`config.mk`:
```
export PLATFORM = sky130hd
export DESIGN_NAME = packet_receiver_flat
export DESIGN_NICKNAME = d
export VERILOG_FILES = /design/src/rtl/packet_receiver_pkg.sv /design/src/rtl/packet_receiver_if.sv /design/src/rtl/packet_receiver_gpio_sync_edge.sv /design/src/rtl/packet_receiver.sv /design/src/flat_wrapper.sv
export SDC_FILE = /design/constraint.sdc
export NUM_CORES = 2
export LEC_CHECK = 0
export ABC_AREA = 1
export CAP_MARGIN = 20
export CORE_ASPECT_RATIO = 0.5
export CORE_MARGIN = 4
export CORE_UTILIZATION = 29
export DETAILED_ROUTE_END_ITERATION = 8
export GPL_TIMING_DRIVEN = 0
export HOLD_SLACK_MARGIN = 0.05
export SYNTH_ARGS = -nofsm -noshare
export SYNTH_HDL_FRONTEND = slang
export SYNTH_SLANG_ARGS = --single-unit
```
`constraint.sdc`:
```
create_clock -name clk -period 6.4 [get_ports clk]
set_input_delay 0.96 -clock clk [delete_from_list [all_inputs] [get_ports clk]]
set_output_delay 0.96 -clock clk [all_outputs]
set_load 0.1 [all_outputs]
```
`src/rtl/packet_receiver_pkg.sv`:
```
// Shared types and sizing for the GPIO link packet receiver.
// Header layout, lane geometry and FSM/error encodings live here.
package packet_receiver_pkg;

    localparam int GBG_BITS    = 4;
    localparam int LANE_BITS   = 206;
    localparam int NUM_LANES   = 4;
    localparam int PAY_BITS    = NUM_LANES * LANE_BITS;
    localparam int HDR_BITS    = 6 + GBG_BITS;
    localparam int SYNC_STAGES = 2;
    localparam int LINK_W      = 2 + NUM_LANES;

    typedef enum logic [1:0] {
        PKT_DATA      = 2'b00,
        PKT_ACK       = 2'b01,
        PKT_READY_ACK = 2'b10,
        PKT_GAME_LOST = 2'b11
    } pkt_type_t;

    typedef enum logic [1:0] {
        ERR_HDR_PARITY  = 2'b00,
        ERR_STOP_BIT    = 2'b01,
        ERR_LANE_PARITY = 2'b10,
        ERR_TIMEOUT     = 2'b11
    } err_code_t;

    typedef enum logic [2:0] {
        ST_IDLE   = 3'd0,
        ST_HDR    = 3'd1,
        ST_PAY    = 3'd2,
        ST_LPAR   = 3'd3,
        ST_ACCEPT = 3'd4,
        ST_ERR    = 3'd5
    } rx_state_t;

    // Even parity over type, seqNum, garbage and the parity bit itself must be zero.
    function automatic logic hdr_parity_ok(input logic [HDR_BITS-3:0] bits);
        return ~(^bits);
    endfunction

endpackage

```
`src/rtl/packet_receiver_if.sv`:
```
// Link-side raw inputs and decoded-packet outputs of the receiver.
// Handshake: pkt_valid and rx_error are single-cycle strobes with no ready; the consumer must capture the held pkt_* fields on the strobe.
interface packet_receiver_if;
    import packet_receiver_pkg::*;

    logic                 gpio_clk_in;
    logic                 serial_in_h;
    logic [NUM_LANES-1:0] serial_in;

    logic                 pkt_valid;
    pkt_type_t            pkt_type;
    logic                 pkt_seqNum;
    logic [GBG_BITS-1:0]  pkt_garbage;
    logic [PAY_BITS-1:0]  pkt_payload;
    logic                 rx_error;
    err_code_t            err_code;
    logic                 rx_busy;
    rx_state_t            dbg_state;

    modport master (
        output gpio_clk_in, serial_in_h, serial_in,
        input  pkt_valid, pkt_type, pkt_seqNum, pkt_garbage, pkt_payload,
        input  rx_error, err_code, rx_busy, dbg_state
    );

    modport slave (
        input  gpio_clk_in, serial_in_h, serial_in,
        output pkt_valid, pkt_type, pkt_seqNum, pkt_garbage, pkt_payload,
        output rx_error, err_code, rx_busy, dbg_state
    );

endinterface

```
`src/rtl/packet_receiver_gpio_sync_edge.sv`:
```
// Equal-depth synchronizers on every link wire plus a rising-edge strobe on bit 0 (link clock).
// Keeping all wires the same depth preserves lane-to-clock alignment.
module packet_receiver_gpio_sync_edge
    import packet_receiver_pkg::*;
#(
    parameter int WIDTH = LINK_W
) (
    input  logic             clk,
    input  logic             rst_l,
    input  logic [WIDTH-1:0] raw,
    output logic [WIDTH-2:0] lanes_sync,
    output logic             samp
);

    logic [SYNC_STAGES-1:0][WIDTH-1:0] sync_q, sync_d;
    logic                              clk_prev_q, clk_prev_d;

    always_comb begin
        sync_d     = {sync_q[SYNC_STAGES-2:0], raw};
        clk_prev_d = sync_q[SYNC_STAGES-1][0];
    end

    always_ff @(posedge clk or negedge rst_l) begin
        if (!rst_l) begin
            sync_q     <= '0;
            clk_prev_q <= 1'b0;
        end else begin
            sync_q     <= sync_d;
            clk_prev_q <= clk_prev_d;
        end
    end

    assign lanes_sync = sync_q[SYNC_STAGES-1][WIDTH-1:1];
    assign samp       = sync_q[SYNC_STAGES-1][0] & ~clk_prev_q;

endmodule

```
`src/rtl/packet_receiver.sv`:
```
// Deframes the 6-wire GPIO link: header, optional DATA payload and lane parity,
// then presents the decoded packet for one cycle or flags a one-cycle error.
module packet_receiver
    import packet_receiver_pkg::*;
#(
    parameter int TIMEOUT_CYCLES = 1000
) (
    input  logic                clk,
    input  logic                rst_l,
    input  logic                game_active,
    packet_receiver_if.slave    link
);

    localparam int HCNT_W = $clog2(HDR_BITS);
    localparam int PCNT_W = $clog2(LANE_BITS + 1);
    localparam int TCNT_W = $clog2(TIMEOUT_CYCLES + 1);

    logic [LINK_W-2:0]    lanes_sync;
    logic                 samp;
    logic                 hdr_bit;
    logic [NUM_LANES-1:0] lanes;

    packet_receiver_gpio_sync_edge #(.WIDTH(LINK_W)) u_sync (
        .clk        (clk),
        .rst_l      (rst_l),
        .raw        ({link.serial_in, link.serial_in_h, link.gpio_clk_in}),
        .lanes_sync (lanes_sync),
        .samp       (samp)
    );

    assign hdr_bit = lanes_sync[0];
    assign lanes   = lanes_sync[NUM_LANES:1];

    rx_state_t            state_q, state_d;
    logic [HCNT_W-1:0]    hdr_cnt_q, hdr_cnt_d;
    logic [HDR_BITS-2:0]  hdr_sr_q, hdr_sr_d, hdr_next;
    logic [PCNT_W-1:0]    pay_cnt_q, pay_cnt_d;
    logic [PAY_BITS-1:0]  pay_buf_q, pay_buf_d;
    logic [NUM_LANES-1:0] lane_par_q, lane_par_d;
    logic [TCNT_W-1:0]    idle_cnt_q, idle_cnt_d;

    logic                 pkt_valid_q, pkt_valid_d;
    pkt_type_t            pkt_type_q, pkt_type_d;
    logic                 pkt_seq_q, pkt_seq_d;
    logic [GBG_BITS-1:0]  pkt_gbg_q, pkt_gbg_d;
    logic [PAY_BITS-1:0]  pkt_pay_q, pkt_pay_d;
    logic                 rx_error_q, rx_error_d;
    err_code_t            err_code_q, err_code_d;
    logic                 rx_busy_q, rx_busy_d;

    // hdr_sr layout after the stop bit: [8:7] type, [6] seqNum, [5:2] garbage, [1] parity, [0] stop
    always_comb begin
        state_d     = state_q;
        hdr_cnt_d   = hdr_cnt_q;
        hdr_sr_d    = hdr_sr_q;
        pay_cnt_d   = pay_cnt_q;
        pay_buf_d   = pay_buf_q;
        lane_par_d  = lane_par_q;
        idle_cnt_d  = idle_cnt_q;
        pkt_valid_d = 1'b0;
        pkt_type_d  = pkt_type_q;
        pkt_seq_d   = pkt_seq_q;
        pkt_gbg_d   = pkt_gbg_q;
        pkt_pay_d   = pkt_pay_q;
        rx_error_d  = 1'b0;
        err_code_d  = err_code_q;
        hdr_next    = {hdr_sr_q[HDR_BITS-3:0], hdr_bit};

        if (!game_active) begin
            state_d    = ST_IDLE;
            idle_cnt_d = '0;
        end else begin
            case (state_q)
                ST_IDLE: begin
                    idle_cnt_d = '0;
                    if (samp && !hdr_bit) begin
                        state_d    = ST_HDR;
                        hdr_cnt_d  = '0;
                        pay_cnt_d  = '0;
                        lane_par_d = '0;
                    end
                end
                ST_HDR: begin
                    if (samp) begin
                        hdr_sr_d  = hdr_next;
                        hdr_cnt_d = hdr_cnt_q + 1'b1;
                        if (hdr_cnt_q == HCNT_W'(HDR_BITS - 2)) begin
                            if (!hdr_next[0]) begin
                                state_d    = ST_ERR;
                                rx_error_d = 1'b1;
                                err_code_d = ERR_STOP_BIT;
                            end else if (!hdr_parity_ok(hdr_next[HDR_BITS-2:1])) begin
                                state_d    = ST_ERR;
                                rx_error_d = 1'b1;
                                err_code_d = ERR_HDR_PARITY;
                            end else if (pkt_type_t'(hdr_next[HDR_BITS-2 -: 2]) == PKT_DATA) begin
                                state_d = ST_PAY;
                            end else begin
                                state_d     = ST_ACCEPT;
                                pkt_valid_d = 1'b1;
                                pkt_type_d  = pkt_type_t'(hdr_next[HDR_BITS-2 -: 2]);
                                pkt_seq_d   = hdr_next[HDR_BITS-4];
                                pkt_gbg_d   = hdr_next[HDR_BITS-5 -: GBG_BITS];
                            end
                        end
                    end
                end
                ST_PAY: begin
                    if (samp) begin
                        pay_buf_d[{pay_cnt_q, 2'b00} +: NUM_LANES] = lanes;
                        lane_par_d = lane_par_q ^ lanes;
                        pay_cnt_d  = pay_cnt_q + 1'b1;
                        if (pay_cnt_q == PCNT_W'(LANE_BITS - 1)) begin
                            state_d = ST_LPAR;
                        end
                    end
                end
                ST_LPAR: begin
                    if (samp) begin
                        if ((lane_par_q ^ lanes) != '0) begin
                            state_d    = ST_ERR;
                            rx_error_d = 1'b1;
                            err_code_d = ERR_LANE_PARITY;
                        end else begin
                            state_d     = ST_ACCEPT;
                            pkt_valid_d = 1'b1;
                            pkt_type_d  = pkt_type_t'(hdr_sr_q[HDR_BITS-2 -: 2]);
                            pkt_seq_d   = hdr_sr_q[HDR_BITS-4];
                            pkt_gbg_d   = hdr_sr_q[HDR_BITS-5 -: GBG_BITS];
                            pkt_pay_d   = pay_buf_q;
                        end
                    end
                end
                ST_ACCEPT, ST_ERR: begin
                    state_d    = ST_IDLE;
                    idle_cnt_d = '0;
                end
                default: begin
                    state_d    = ST_IDLE;
                    idle_cnt_d = '0;
                end
            endcase

            // Link-clock watchdog while a frame is open
            if (state_q == ST_HDR || state_q == ST_PAY || state_q == ST_LPAR) begin
                if (samp) begin
                    idle_cnt_d = '0;
                end else if (idle_cnt_q == TCNT_W'(TIMEOUT_CYCLES - 1)) begin
                    state_d    = ST_ERR;
                    rx_error_d = 1'b1;
                    err_code_d = ERR_TIMEOUT;
                    idle_cnt_d = '0;
                end else begin
                    idle_cnt_d = idle_cnt_q + 1'b1;
                end
            end
        end

        rx_busy_d = (state_d != ST_IDLE);
    end

    always_ff @(posedge clk or negedge rst_l) begin
        if (!rst_l) begin
            state_q     <= ST_IDLE;
            hdr_cnt_q   <= '0;
            hdr_sr_q    <= '0;
            pay_cnt_q   <= '0;
            pay_buf_q   <= '0;
            lane_par_q  <= '0;
            idle_cnt_q  <= '0;
            pkt_valid_q <= 1'b0;
            pkt_type_q  <= PKT_DATA;
            pkt_seq_q   <= 1'b0;
            pkt_gbg_q   <= '0;
            pkt_pay_q   <= '0;
            rx_error_q  <= 1'b0;
            err_code_q  <= ERR_HDR_PARITY;
            rx_busy_q   <= 1'b0;
        end else begin
            state_q     <= state_d;
            hdr_cnt_q   <= hdr_cnt_d;
            hdr_sr_q    <= hdr_sr_d;
            pay_cnt_q   <= pay_cnt_d;
            pay_buf_q   <= pay_buf_d;
            lane_par_q  <= lane_par_d;
            idle_cnt_q  <= idle_cnt_d;
            pkt_valid_q <= pkt_valid_d;
            pkt_type_q  <= pkt_type_d;
            pkt_seq_q   <= pkt_seq_d;
            pkt_gbg_q   <= pkt_gbg_d;
            pkt_pay_q   <= pkt_pay_d;
            rx_error_q  <= rx_error_d;
            err_code_q  <= err_code_d;
            rx_busy_q   <= rx_busy_d;
        end
    end

    assign link.pkt_valid   = pkt_valid_q;
    assign link.pkt_type    = pkt_type_q;
    assign link.pkt_seqNum  = pkt_seq_q;
    assign link.pkt_garbage = pkt_gbg_q;
    assign link.pkt_payload = pkt_pay_q;
    assign link.rx_error    = rx_error_q;
    assign link.err_code    = err_code_q;
    assign link.rx_busy     = rx_busy_q;
    assign link.dbg_state   = state_q;

endmodule

```
`src/flat_wrapper.sv`:
```
// flat-port wrapper written by rule: the top's interface ports become plain ports
module packet_receiver_flat import packet_receiver_pkg::*;
#(
    parameter int TIMEOUT_CYCLES = 1000
)
  (clk, rst_l, game_active, link_gpio_clk_in, link_serial_in_h, link_serial_in, link_pkt_valid, link_pkt_type, link_pkt_seqNum, link_pkt_garbage, link_pkt_payload, link_rx_error, link_err_code, link_rx_busy, link_dbg_state);
  packet_receiver_if link_i ();
  input  logic clk;
  input  logic rst_l;
  input  logic game_active;
  input wire logic [$bits(link_i.gpio_clk_in)-1:0] link_gpio_clk_in;
  input wire logic [$bits(link_i.serial_in_h)-1:0] link_serial_in_h;
  input wire logic [$bits(link_i.serial_in)-1:0] link_serial_in;
  output wire logic [$bits(link_i.pkt_valid)-1:0] link_pkt_valid;
  output wire logic [$bits(link_i.pkt_type)-1:0] link_pkt_type;
  output wire logic [$bits(link_i.pkt_seqNum)-1:0] link_pkt_seqNum;
  output wire logic [$bits(link_i.pkt_garbage)-1:0] link_pkt_garbage;
  output wire logic [$bits(link_i.pkt_payload)-1:0] link_pkt_payload;
  output wire logic [$bits(link_i.rx_error)-1:0] link_rx_error;
  output wire logic [$bits(link_i.err_code)-1:0] link_err_code;
  output wire logic [$bits(link_i.rx_busy)-1:0] link_rx_busy;
  output wire logic [$bits(link_i.dbg_state)-1:0] link_dbg_state;
  assign link_i.gpio_clk_in = link_gpio_clk_in;
  assign link_i.serial_in_h = link_serial_in_h;
  assign link_i.serial_in = link_serial_in;
  assign link_pkt_valid = link_i.pkt_valid;
  assign link_pkt_type = link_i.pkt_type;
  assign link_pkt_seqNum = link_i.pkt_seqNum;
  assign link_pkt_garbage = link_i.pkt_garbage;
  assign link_pkt_payload = link_i.pkt_payload;
  assign link_rx_error = link_i.rx_error;
  assign link_err_code = link_i.err_code;
  assign link_rx_busy = link_i.rx_busy;
  assign link_dbg_state = link_i.dbg_state;
  packet_receiver #(.TIMEOUT_CYCLES(TIMEOUT_CYCLES)) u_core (.clk(clk), .rst_l(rst_l), .game_active(game_active), .link(link_i));
endmodule
```
==> results.yml <==
outcome:
  status: "finished, final reports clean"
finish:
  syn_to_final_growth_pct: 30.7
  ff_latch_area_um2: 42800
  final_util_pct: 38.3
  nets: 7359
  drive_gt1_share_pct: 18.1
  multi_input_comb_area_um2: 22100
  fill_cells: 22500
drt:
  vias_per_cell: 4.96
  drt-wirelength-per-cell_um: 27.1
  drtAntennaViolNets: 0
  dr.pass1.iters: 8
  drc: 0
  drt_iter0_drc: 6243
  num_vias: 52400
  routed_wl_um: 286000
clock_tree:
  cts_setup_buffers: 0
  cts_tree: "done"
  htree_num_levels: 4
  cts-root-buf: "clkbuf_16"
  insertion_delay_ps: 820
  clockBufferDepth: 4
  clock_sinks: 1711
  cts_buffers: 173
  postCtsHoldBufs: 0
  cts-resized-gates: 0
  clk_pin_slew_ps: 70
grt:
  grt_usage_pct: 23.1
  antenna_found_initial: 26
  grt_max_degree: 185
  grt_first_pass_wirelength_um: 391000
  first_global_vias: 50500
  overflow: 0
worst_setup_path:
  reg2regPathDepth: 12
  crit_top_cell: "nand2_1"
  path_delay_family: "simple AND/OR/NAND/NOR gates"
  crit_buf_inv: 3
  critPathRequiredTime_ps: 6980
  slowest_delay_ps: 940
  worstSetupEndpoint: "u_core.pay_buf_q[401]"
  reg2reg_from: "u_core.pay_cnt_q[0]"
  critPathLaunchType: "flop"
  crit_path_start: "u_core.pay_cnt_q[0]"
  worstSetupEndpointType: "flop"
  r2r_end: "u_core.pay_buf_q[401]"
  setup.worst_path.class: "flop to flop"
  cp_max_fo: 10
  crit_chain: "buf_4 > inv_2 > ha_1 > clkbuf_1 > nor2_2 > nand2_1 > nor2_1 > nand2_1 > nor2_1 > nand2_1 > nand2_1 > o21ai_1"
  slowest_stage: "nor2_1"
  cp_data_arrival_time_ps: 5250
  path_depth: 12
  r2r_setup_slack_ps: 1730
pwr:
  power.leakage_nw: 40.9
  pwr_density_cell_nw_per_um2: 259
  irDropWorstVdd_v: 0.000202
timing:
  slew_headroom_pct: 15.4
  hold_viol: 0
  fin_crit_ps: 4670
  rsz0062_at_grt: "no"
  slew_viol_final: 0
  fin_skew_ps: 85.2
  setup-tns-final_ps: 0
  worst_pin_slew_ps: 1270
  max_freq_mhz: 214
  fin_crit_sh_pct: 73.0
  final-setup-viol-count: 0
placement:
  io_buffers: 847
  place.gp.congestion: 0.980
  dp_hpwl_um: 221000
yosys:
  seq_area_frac_synth_pct: 63.7
  netlist_top_cells_area: "dfrtp_1 64%, mux2_2 12%, nand2_1 8.9%, o21ai_0 5.0%, nand3_1 2.0%"
  yosysTopAreaCellShare_pct: 63.7
  syn-num-nets: 6206
  netlist_area_um2: 67200
  yosys_register_bits: 1711
  synth.avg_cell_area_um2: 10.9
  post_synth_num_cell_types: 36
  yosys_warnings: 0
  synthCells: 6187
  synth.largest_area_cell: "dfrtp_1"
die:
  die-area_um2: 240000
  ios: 848
  initial_core_util_pct: 29.3
  core_um2: 230000
  rows: 124
  die_h_um: 348
  die_w_um: 689
job:
  maxCapViolations: 0
min_path:
  hold_class: "input port to asynchronous set/reset pin"
state kept, by name (all words and copies together) (netlist names), 4 cells and up:
signal                    cells
u_core.hdr_cnt_q              4
u_core.hdr_sr_q               9
u_core.idle_cnt_q            10
u_core.lane_par_q             4
u_core.link.pkt_garbage       4
u_core.link.pkt_payload     824
u_core.pay_buf_q            824
u_core.pay_cnt_q              8
u_core.u_sync.lanes_sync      5
u_core.u_sync.sync_d          6
placed cells by master, fill, tap and decap left out, drive strengths merged:
master         Yosys  routed
a31oi              1       1
xnor2              1       1
o21a               1       1
o31ai              1       1
clkdlybuf4s50      0     846
nand3            264     264
clkinv             0      29
o21ai            748     748
a21boi             2       2
nor3              30      30
nand2           1612    1612
ha                10      10
xor2               5       5
nor3b              4       4
clkinvlp           0       3
or2               21      21
o22ai              1       1
diode              0       9
nor2             372     372
buf              164     296
bufinv             0       9
inv              303     308
a21oi             18      18
mux2             723     723
dfrtp           1711    1711
nand4             94      94
nor4               1       1
clkbuf           100     348
cell families (layout without fill, tap and decap cells):
| logic type | after synthesis | after routing | synth area share [%] |
|---|---|---|---|
| AO/OA/AOI/OAI | 772 | 772 | 5.77 |
| adder cells (fa/ha/maj) | 10 | 10 | 0.186 |
| multiplexers | 723 | 723 | 12.1 |
| buffers and inverters | 567 | 1839 | 3.48 |
| flip-flops | 1711 | 1711 | 63.7 |
| AND/OR/NAND/NOR | 2398 | 2398 | 14.7 |
| other | 0 | 9 | 0 |
| XOR/XNOR | 6 | 6 | 0.0893 |
worst register-to-register path, stage by stage (launching register included):
cell	delay (ps)
dfrtp_1	450
buf_4	240
inv_2	100
ha_1	320
clkbuf_1	250
nor2_2	430
nand2_1	330
nor2_1	410
nand2_1	100
nor2_1	940
nand2_1	610
nand2_1	190
o21ai_1	80
layer usage:
metal  GRT usage, %  part of all wire (%)  up-vias
li1               -                     -    22700
met5          0.412                 0.061        -
met4           14.6                   7.5        6
met1           26.4                    36    26600
met3           6.20                   8.4      671
met2           38.3                    48     2329
worst min-delay path by stage:
stage | from | endpoint | cells past startpoint
2_1_floorplan | u_core.u_sync.sync_d[6] | u_core.u_sync.clk_prev_d | 0
4_1_cts | rst_l | u_core.link.pkt_payload[378] | 1
3_5_place_dp | u_core.u_sync.sync_d[10] | u_core.u_sync.lanes_sync[3] | 0
6_report | rst_l | u_core.link.pkt_payload[506] | 1
3_3_place_gp | u_core.u_sync.sync_d[10] | u_core.u_sync.lanes_sync[3] | 0
5_1_grt | rst_l | u_core.link.pkt_payload[762] | 1
layout make-up:
cell class,instances,share of cell area (%)
multi-input cells,3909,25.1
repair buffers,978,12.7
inverters,303,1.29
plain buffers,264,1.37
flip-flops and latches,1711,48.7
clock inverters,46,0.587
clock buffers,248,5.77
well taps,3087,4.40
diodes,9,0.0256
metrics by stage:
stage	area [um2]	hold slack [ps]	setup slack, ps	total power, mW	std cells
6_report	87900	120	1730	22.7	10600
2_1_floorplan	67200	331	3880	11.6	6187
3_5_place_dp	82100	336	1390	12.5	10200
5_1_grt	87900	165	1700	23.3	10500
3_3_place_gp	79600	337	-74590	12.6	10100
4_1_cts	87700	136	1990	22.7	10500
cell usage after synthesis, drive strengths merged:
| master | instances |
|---|---|
| or2 | 21 |
| nand4 | 94 |
| a21boi | 2 |
| nor4 | 1 |
| nand2 | 1612 |
| clkbuf | 100 |
| o21a | 1 |
| xor2 | 5 |
| inv | 303 |
| xnor2 | 1 |
| o22ai | 1 |
| nor3 | 30 |
| dfrtp | 1711 |
| nand3 | 264 |
| buf | 164 |
| mux2 | 723 |
| ha | 10 |
| nor2 | 372 |
| o21ai | 748 |
| a21oi | 18 |
| o31ai | 1 |
| nor3b | 4 |
| a31oi | 1 |
where the power goes:
part	internal (mW)	switching, mW
combinational	0.188	1.38
sequential	10.8	0.0165
clock	5.86	4.45
total	16.9	5.84
(Power assumes the default switching activity.)
